[config.mk]
export PLATFORM = sky130hd
export DESIGN_NAME = idu
export DESIGN_NICKNAME = d
export VERILOG_FILES = /design/src/rtl/npc_pkg.sv /design/src/rtl/imm_gen.sv /design/src/rtl/idu.sv
export SDC_FILE = /design/constraint.sdc
export NUM_CORES = 1
export LEC_CHECK = 0
export ABC_AREA = 1
export CAP_MARGIN = 10
export CORE_UTILIZATION = 45
export DETAILED_ROUTE_END_ITERATION = 10
export PLACE_DENSITY_LB_ADDON = 0.08
export SYNTH_ARGS = -nofsm -noshare
export SYNTH_HDL_FRONTEND = slang
export SYNTH_HIERARCHICAL = 1
export SYNTH_SLANG_ARGS = --single-unit
[constraint.sdc]
create_clock -name clk -period 1.25 [get_ports clk]
set_input_delay 0.375 -clock clk [delete_from_list [all_inputs] [get_ports clk]]
set_output_delay 0.375 -clock clk [all_outputs]
set_load 0.005 [all_outputs]
[src/rtl/npc_pkg.sv]
// Shared NPC core definitions: opcodes, ALU ops, immediate formats, decode bundle.
package npc_pkg;

  localparam logic [6:0] OPC_LUI    = 7'b0110111;
  localparam logic [6:0] OPC_AUIPC  = 7'b0010111;
  localparam logic [6:0] OPC_JAL    = 7'b1101111;
  localparam logic [6:0] OPC_JALR   = 7'b1100111;
  localparam logic [6:0] OPC_BRANCH = 7'b1100011;
  localparam logic [6:0] OPC_LOAD   = 7'b0000011;
  localparam logic [6:0] OPC_STORE  = 7'b0100011;
  localparam logic [6:0] OPC_OP_IMM = 7'b0010011;
  localparam logic [6:0] OPC_OP     = 7'b0110011;
  localparam logic [6:0] OPC_SYSTEM = 7'b1110011;

  localparam logic [31:0] EBREAK_INST = 32'h0010_0073;

  typedef enum logic [3:0] {
    ALU_ADD  = 4'd0,
    ALU_SUB  = 4'd1,
    ALU_SLL  = 4'd2,
    ALU_SLT  = 4'd3,
    ALU_SLTU = 4'd4,
    ALU_XOR  = 4'd5,
    ALU_SRL  = 4'd6,
    ALU_SRA  = 4'd7,
    ALU_OR   = 4'd8,
    ALU_AND  = 4'd9
  } alu_op_e;

  // IMM_R yields a zero immediate.
  typedef enum logic [2:0] {
    IMM_R, IMM_I, IMM_S, IMM_B, IMM_U, IMM_J
  } imm_fmt_e;

  typedef enum logic {
    ST_EMPTY = 1'b0,
    ST_FULL  = 1'b1
  } idu_state_e;

  // Control half of the decoded bundle.
  typedef struct packed {
    logic       is_load;
    logic       is_store;
    logic       is_branch;
    logic       is_jal;
    logic       is_jalr;
    logic       is_lui;
    logic       is_auipc;
    logic       is_ebreak;
    logic       rf_wen;
    logic       illegal;
    alu_op_e    alu_op;
    logic [2:0] funct3;
  } ctrl_t;

  // funct3 -> ALU op; alt selects SUB/SRA (inst[30]).
  function automatic alu_op_e alu_from_f3(input logic [2:0] f3, input logic alt);
    alu_op_e op;
    case (f3)
      3'b000:  op = alt ? ALU_SUB : ALU_ADD;
      3'b001:  op = ALU_SLL;
      3'b010:  op = ALU_SLT;
      3'b011:  op = ALU_SLTU;
      3'b100:  op = ALU_XOR;
      3'b101:  op = alt ? ALU_SRA : ALU_SRL;
      3'b110:  op = ALU_OR;
      default: op = ALU_AND;
    endcase
    return op;
  endfunction

endpackage

[src/rtl/imm_gen.sv]
// Immediate extraction for the RV32I formats, sign-extended to XLEN.
module imm_gen
  import npc_pkg::*;
#(
  parameter int XLEN = 32
) (
  input  logic [31:0]     inst,
  input  imm_fmt_e        fmt,
  output logic [XLEN-1:0] imm
);

  logic [31:0] imm32;
  logic        unused_opc;

  // Opcode bits never contribute to an immediate.
  assign unused_opc = ^inst[6:0];

  // Assemble the 32-bit immediate for the selected format.
  always_comb begin
    imm32 = '0;
    case (fmt)
      IMM_I:   imm32 = {{20{inst[31]}}, inst[31:20]};
      IMM_S:   imm32 = {{20{inst[31]}}, inst[31:25], inst[11:7]};
      IMM_B:   imm32 = {{19{inst[31]}}, inst[31], inst[7], inst[30:25], inst[11:8], 1'b0};
      IMM_U:   imm32 = {inst[31:12], 12'b0};
      IMM_J:   imm32 = {{11{inst[31]}}, inst[31], inst[19:12], inst[20], inst[30:21], 1'b0};
      default: imm32 = '0;
    endcase
  end

  assign imm = XLEN'($signed(imm32));

endmodule

[src/rtl/idu.sv]
// Instruction decode stage: captures a fetch pulse, decodes RV32I, holds the
// bundle under a valid/ready handshake toward execute.
module idu
  import npc_pkg::*;
#(
  parameter int XLEN = 32,
  parameter int RA_W = 5
) (
  input  logic            clk,
  input  logic            reset,
  input  logic [XLEN-1:0] inst,
  input  logic [XLEN-1:0] pc,
  input  logic            idu_valid,
  input  logic            exu_ready,
  output logic            exu_valid,
  output logic [XLEN-1:0] d_pc,
  output logic [RA_W-1:0] rs1,
  output logic [RA_W-1:0] rs2,
  output logic [RA_W-1:0] rd,
  output logic [XLEN-1:0] imm,
  output logic [3:0]      alu_op,
  output logic            is_load,
  output logic            is_store,
  output logic            is_branch,
  output logic            is_jal,
  output logic            is_jalr,
  output logic            is_lui,
  output logic            is_auipc,
  output logic            is_ebreak,
  output logic            rf_wen,
  output logic [2:0]      funct3,
  output logic            illegal,
  output logic            overflow
);

  logic [31:0]     iw;
  logic [6:0]      opc;
  logic [2:0]      f3;
  logic [6:0]      f7;
  logic [RA_W-1:0] rs1_d, rs2_d, rd_d;
  logic [XLEN-1:0] imm_d;
  imm_fmt_e        fmt;
  ctrl_t           ctrl_d, ctrl_q;
  logic            legal, wen;

  idu_state_e      state_q, state_d;
  logic            load, ovf_set;

  logic [XLEN-1:0] pc_q, imm_q;
  logic [RA_W-1:0] rs1_q, rs2_q, rd_q;
  logic            ovf_q;

  assign iw  = inst[31:0];
  assign opc = iw[6:0];
  assign f3  = iw[14:12];
  assign f7  = iw[31:25];

  // With RA_W<5 the upper index bits are simply dropped.
  assign rs1_d = iw[15 +: RA_W];
  assign rs2_d = iw[20 +: RA_W];
  assign rd_d  = iw[7  +: RA_W];

  imm_gen #(.XLEN(XLEN)) u_imm_gen (
    .inst (iw),
    .fmt  (fmt),
    .imm  (imm_d)
  );

  // Opcode/funct decode; illegal encodings collapse to a flag-free ADD.
  always_comb begin
    ctrl_d        = '0;
    ctrl_d.alu_op = ALU_ADD;
    ctrl_d.funct3 = f3;
    fmt           = IMM_R;
    legal         = 1'b0;
    wen           = 1'b0;
    case (opc)
      OPC_LUI:    begin legal = 1'b1; wen = 1'b1; fmt = IMM_U; ctrl_d.is_lui   = 1'b1; end
      OPC_AUIPC:  begin legal = 1'b1; wen = 1'b1; fmt = IMM_U; ctrl_d.is_auipc = 1'b1; end
      OPC_JAL:    begin legal = 1'b1; wen = 1'b1; fmt = IMM_J; ctrl_d.is_jal   = 1'b1; end
      OPC_JALR: begin
        legal = (f3 == 3'b000); wen = 1'b1; fmt = IMM_I; ctrl_d.is_jalr = 1'b1;
      end
      OPC_BRANCH: begin
        legal = (f3 != 3'b010) && (f3 != 3'b011);
        fmt = IMM_B; ctrl_d.is_branch = 1'b1; ctrl_d.alu_op = ALU_SUB;
      end
      OPC_LOAD: begin
        legal = (f3 != 3'b011) && (f3 != 3'b110) && (f3 != 3'b111);
        wen = 1'b1; fmt = IMM_I; ctrl_d.is_load = 1'b1;
      end
      OPC_STORE: begin
        legal = (f3 == 3'b000) || (f3 == 3'b001) || (f3 == 3'b010);
        fmt = IMM_S; ctrl_d.is_store = 1'b1;
      end
      OPC_OP_IMM: begin
        wen = 1'b1; fmt = IMM_I;
        case (f3)
          3'b001:  legal = (f7 == 7'h00);
          3'b101:  legal = (f7 == 7'h00) || (f7 == 7'h20);
          default: legal = 1'b1;
        endcase
        // inst[30] is an immediate bit except for the right shifts.
        ctrl_d.alu_op = alu_from_f3(f3, (f3 == 3'b101) && iw[30]);
      end
      OPC_OP: begin
        wen   = 1'b1;
        legal = (f7 == 7'h00) || ((f7 == 7'h20) && ((f3 == 3'b000) || (f3 == 3'b101)));
        ctrl_d.alu_op = alu_from_f3(f3, iw[30]);
      end
      OPC_SYSTEM: begin
        legal = (iw == EBREAK_INST); fmt = IMM_I; ctrl_d.is_ebreak = 1'b1;
      end
      default: legal = 1'b0;
    endcase
    if (!legal) begin
      ctrl_d         = '0;
      ctrl_d.alu_op  = ALU_ADD;
      ctrl_d.funct3  = f3;
      ctrl_d.illegal = 1'b1;
      fmt            = IMM_R;
    end
    ctrl_d.rf_wen = wen && legal && (rd_d != '0);
  end

  // EMPTY/FULL next state, capture enable and overflow detection.
  always_comb begin
    state_d = state_q;
    load    = 1'b0;
    ovf_set = 1'b0;
    case (state_q)
      ST_EMPTY: if (idu_valid) begin
        load    = 1'b1;
        state_d = ST_FULL;
      end
      ST_FULL: begin
        if (exu_ready) begin
          if (idu_valid) load = 1'b1;
          else           state_d = ST_EMPTY;
        end else if (idu_valid) begin
          ovf_set = 1'b1;
        end
      end
      default: state_d = ST_EMPTY;
    endcase
  end

  // State and sticky overflow.
  always_ff @(posedge clk or negedge reset) begin
    if (!reset) begin
      state_q <= ST_EMPTY;
      ovf_q   <= 1'b0;
    end else begin
      state_q <= state_d;
      if (ovf_set) ovf_q <= 1'b1;
    end
  end

  // Bundle register, only written on capture so it holds while stalled.
  always_ff @(posedge clk or negedge reset) begin
    if (!reset) begin
      pc_q   <= '0;
      imm_q  <= '0;
      rs1_q  <= '0;
      rs2_q  <= '0;
      rd_q   <= '0;
      ctrl_q <= '0;
    end else if (load) begin
      pc_q   <= pc;
      imm_q  <= imm_d;
      rs1_q  <= rs1_d;
      rs2_q  <= rs2_d;
      rd_q   <= rd_d;
      ctrl_q <= ctrl_d;
    end
  end

  assign exu_valid = (state_q == ST_FULL);
  assign overflow  = ovf_q;
  assign d_pc      = pc_q;
  assign rs1       = rs1_q;
  assign rs2       = rs2_q;
  assign rd        = rd_q;
  assign imm       = imm_q;
  assign alu_op    = ctrl_q.alu_op;
  assign is_load   = ctrl_q.is_load;
  assign is_store  = ctrl_q.is_store;
  assign is_branch = ctrl_q.is_branch;
  assign is_jal    = ctrl_q.is_jal;
  assign is_jalr   = ctrl_q.is_jalr;
  assign is_lui    = ctrl_q.is_lui;
  assign is_auipc  = ctrl_q.is_auipc;
  assign is_ebreak = ctrl_q.is_ebreak;
  assign rf_wen    = ctrl_q.rf_wen;
  assign funct3    = ctrl_q.funct3;
  assign illegal   = ctrl_q.illegal;

endmodule

Yosys cells after proc, flatten, opt, wreduce, memory -nomap -nowiden --
Cells that the tools add are included.
Cells by class: eq/ne operators 27, mux-type cells 29, bitwise logic cells 1, reduce and logical (&&, ||, !) cells 19
Operator list (count):
- $pmux 32 s5 | 1
- $pmux 4 s7 | 2
- $eq 32x21->1 const B | 1
- $eq 7x6->1 const B | 4
- $eq 7x7->1 const B | 4
- $mux 1 | 18
- $mux 17 | 1
- $eq 3x3->1 const B | 5
- $pmux 3 s5 | 1
- $eq 7x5->1 const B | 2
- $eq 3x2->1 const B | 4
- $pmux 4 s3 | 1
- $pmux 1 s8 | 1
- $eq 7x2->1 const B | 1
- $logic_and 1x1->1 | 7
- $logic_not 7->1 | 1
- $reduce_or 7->1 | 1
- $eq 3x1->1 const B | 2
- $ne 3x2->1 const B | 2
- $ne 3x3->1 const B | 2
- $pmux 1 s2 | 3
- $logic_or 1x1->1 | 5
- $reduce_bool 5->1 | 1
- $reduce_or 4->1 | 1
- other kinds (5) | 5
Storage, ports and cells: bits in registers 98, input port bits 68, output and inout bits 98, logic and storage cells 95

Depth between registers and ports, before layout --
depth in word-level cells 8, mapped depth 18, depth with buffers taken out 16

By module --
Netlist, hierarchy kept.
By module, submodules not included:
- idu | times used 1, cells an instance 521, area each 4204.0 um^2, sequential area each 2452.4 um^2
- imm_gen | times used 1, cells an instance 92, area each 452.9 um^2, sequential area each 0.0 um^2

Least setup slack after synthesis --
OpenSTA, ideal clock, no wires.
path type input to register, from in inst[1], to reg imm_q[10] (netlist: imm[10]), setup time 0.065 ns, arrival time 1.865 ns, data required time 1.185 ns, setup slack -0.679 ns, cell stages on the path 16, path buffers 1, cell sequence nand2_1 -> nor2_4 -> inv_2 -> nor2_2 -> nand2_2 -> nand2_1 -> nor2_2 -> nand3_4 -> o21a_1 -> buf_2 -> nand2_1 -> o21ai_1 -> inv_2 -> nor2_1 -> nand2_1 -> nand2_1
On the way: longest elaborated chain between the ends 6, elaborated cells on any way between the ends 23
Ends and longest elaborated chain:
- start, declared | line idu.sv:11 | input logic [XLEN-1:0] inst,
- $eq 7x7->1, or another cell as far along | line idu.sv:77 | case (opc)
- $reduce_or 3->1 (no line), or another cell as far along
- $pmux 1 s8 or $pmux 3 s5 (tied branches) | line idu.sv:77
- $mux 3 (*) | line idu.sv:116 | if (!legal) begin
- via fmt[0] | line idu.sv:42 | imm_fmt_e fmt;
- $eq 3x3->1, or another cell as far along | line imm_gen.sv:21 | case (fmt)
- $pmux 32 s5 (*) | line imm_gen.sv:21
- via imm_d[10] | line idu.sv:41 | logic [XLEN-1:0] imm_d;
- end signal, assigned | line idu.sv:170 | imm_q <= imm_d;
- end, declared | line idu.sv:49 | logic [XLEN-1:0] pc_q, imm_q;
The timed path passes the listed nets; every way through them passes the cells marked *. A chain may end at the register's enable or synchronous reset.

Worst setup path in the final report --
from in inst[2], to reg imm_q[25] (netlist: imm[25])
Same word-level chain as after synthesis.

==> reports/metrics.cfg <==
[placement]
dpl_cell_area_sq_um=7080
port_buffers=165
hpwlAfterDp_um=10400
gp_congestion=0.933
place_inst=956

[layout]
drive_gt1_frac=0.463
synthToLayoutAreaGrowth_pct=72.2
stdcell_count=1075
fin_util=0.809
final_cell_mix=nand2_1 (272), buf_4 (145), buf_2 (111)
diodes=0
fin_area_sq_um=8020
filler_cell_count=654
nets=1005
layout_commonest_cell=nand2_1

[worst_setup_path]
start_kind=primary input
endpoint_kind=flip-flop
cp_top_family=simple AND/OR/NAND/NOR gates
crit_arrival_ns=2.11
critPathKind=primary input to flip-flop
slowest_stage=o211ai_4
crit_required_ns=1.53
crit_path_max_incr_delay_ns=0.24
path_cells=buf_12 > inv_16 > nand2_4 > nor2_4 > buf_6 > nand4_1 > nand2_1 > nor2_2 > nand3_4 > o21a_4 > buf_6 > o211ai_4 > buf_6 > buf_12 > nand3_2 > nand2_2 > nand2_1
worst-path-buf-inv=6
path_max_fanout=6
cp_common_cell=buf_6

[drt]
vias=5614
wirelength_um=17800
drt-initial-drc-count=352
drtAntennaViolNets=0
viasPerCell=5.22
drtPass1Iterations=5
routedWlPerCell_um=16.6
route.detailed.drc=0

[logic_synthesis]
yosys_warnings=6
ys_seq_area_frac=0.527
synth_area_sq_um=4660
syn_area_per_cell_sq_um=7.60
synth-compound-area-share=0.0425
synth_top_family_by_area=simple AND/OR/NAND/NOR gates
yosys.area_share.simple=0.362
ys_types=29
syn_nets=681
synth_xor_area_frac=0
ys_seq_elements=98
synth.area.mux_share=0
syn_inst=613
synthAdderAreaFrac=0

[floorplan]
die_y_um=104
rows=36
core_sq_um=9910
boundaryPins=166
die_area_sq_um=10800
start_util=0.470
die_w_um=104

[power]
powerDensity_nw_per_um2=938
total_power_mw=7.53
peakVddDrop_v=0.000694
leakage_nw=4.57

[cts]
cts_tree=done
cts_root_buf=clkbuf_8
cts.sinks=98
clockBufferDepth=2
cts-htree-levels=3
clk_latency_ns=0.38
cts_made_buffers=9
clk_pin_slew_worst_paths_ns=0.10

[sta]
fin_crit_ns=1.83
final-setup-viol-count=135
min_period_over_period=1.47
tightest_slew_ns=0.316
hold_violations=0
maxSlewHeadroom=0.789
finClkSkew_ns=0.0108
rsz0062_at_grt=yes
finalMaxSlewViolations=0
hold_ws_ns=0.277
setup_slack_ns=-0.584
fmax_ghz=0.545

[run]
cap_violations=0

[grt]
grt_pass1_vias=5595
grt_pass1_wl_um=27000
grt_use_total=0.314
antenna_found_initial=0
grt_max_degree=60
grt_overflow=0

[status]
outcome=finished with violations
violations=negative setup slack

[hold_path]
hp-class=primary input to flip-flop

[metrics by stage]
step	setup TNS, ns	setup slack (ns)
floorplan	-17.71	-0.622
global placement	-73.03	-1.72
detailed placement	-76.82	-1.82
CTS	-17.77	-0.487
global route	-25.55	-0.655
finish	-19.60	-0.584
[layer usage]
metal	track usage	vias to the layer above	part of all wire
li1	-	2550	-
met1	0.379	2725	0.39
met2	0.543	270	0.50
met3	0.0529	69	0.064
met4	0.160	0	0.045
met5	0	-	0
[state kept, by name, indices dropped and copies added, names as in the netlist, 3 cells and up]
name    flops
alu_op      4
imm        32
d_pc       32
rs2         5
funct3      3
rd          5
rs1         5
[final cells by class]
cell class / count / area (sq um) / area share
clock inverters: 6 / 73.8 / 0.00920
multi-input cells: 445 / 2250 / 0.280
repair buffers: 343 / 2750 / 0.343
inverters: 40 / 191 / 0.0239
well taps: 133 / 166 / 0.0207
clock buffers: 10 / 138 / 0.0172
flip-flops and latches: 98 / 2450 / 0.306
[tightest hold or removal path, stage by stage]
cell     delay, ns
buf_2         0.12
inv_2         0.05
o21ai_0       0.07
[synth_stat cells]
master | count | area [sq um]
o21bai_1 | 1 | 7.51
nor2_2 | 4 | 25.0
inv_1 | 31 | 116
nand2_2 | 1 | 6.26
nand3_1 | 55 | 275
o21ai_0 | 26 | 130
inv_2 | 9 | 33.8
o211ai_1 | 1 | 7.51
o211ai_2 | 1 | 12.5
buf_6 | 3 | 33.8
o31ai_1 | 1 | 7.51
clkbuf_1 | 10 | 37.5
dfrtp_1 | 98 | 2450
o21ai_2 | 1 | 8.76
buf_4 | 4 | 30.0
nor3_2 | 1 | 10.0
nand3_4 | 1 | 17.5
o21a_1 | 1 | 7.51
and2_1 | 2 | 12.5
o21ai_1 | 1 | 5.00
nor2_1 | 32 | 120
a21boi_2 | 1 | 11.3
nand4_1 | 4 | 25.0
nand3b_1 | 2 | 15.0
buf_2 | 14 | 70.1
nand4_2 | 1 | 12.5
nor2_4 | 1 | 11.3
nand2_1 | 301 | 1130
nor3_1 | 5 | 25.0
[logic make-up after synthesis]
logic type | Yosys count
AO/OA/AOI/OAI | 34
buffers and inverters | 71
flip-flops | 98
AND/OR/NAND/NOR | 410
[power breakdown]
part / internal [mW] / leakage (nW) / switching (mW)
combinational: 0.925 / 3.19 / 0.847
sequential: 3.40 / 1.27 / 0.128
clock: 1.01 / 0.106 / 1.22
[path summary, 6_finish.rpt]
path                                startpoint                   end  slack (ns)  cells after the start
setup / recovery                       inst[2]   imm[25]$_DFFE_PN0P_       -0.58                     17
hold / removal                        inst[17]    rs1[2]$_DFFE_PN0P_        0.28                      3
setup reg to reg           exu_valid$_DFF_PN0_   imm[13]$_DFFE_PN0P_        0.07                      6
hold reg to reg             imm[4]$_DFFE_PN0P_    imm[4]$_DFFE_PN0P_        0.48                      2
max in group asynchronous                reset   imm[25]$_DFFE_PN0P_        0.43                      3
min in group asynchronous                reset  is_auipc$_DFFE_PN0P_        0.36                      2
[what timing repair did]
item                                    CTS  global route
hold buffers                              1             0
gates cloned                              2             6
pin swaps                                54            34
endpoints found under the setup margin  159           193
gates resized for setup                 618            67
setup buffers                            87            33
endpoints found under the hold margin     6             0
No activity file was read; power rests on OpenSTA's default activity.
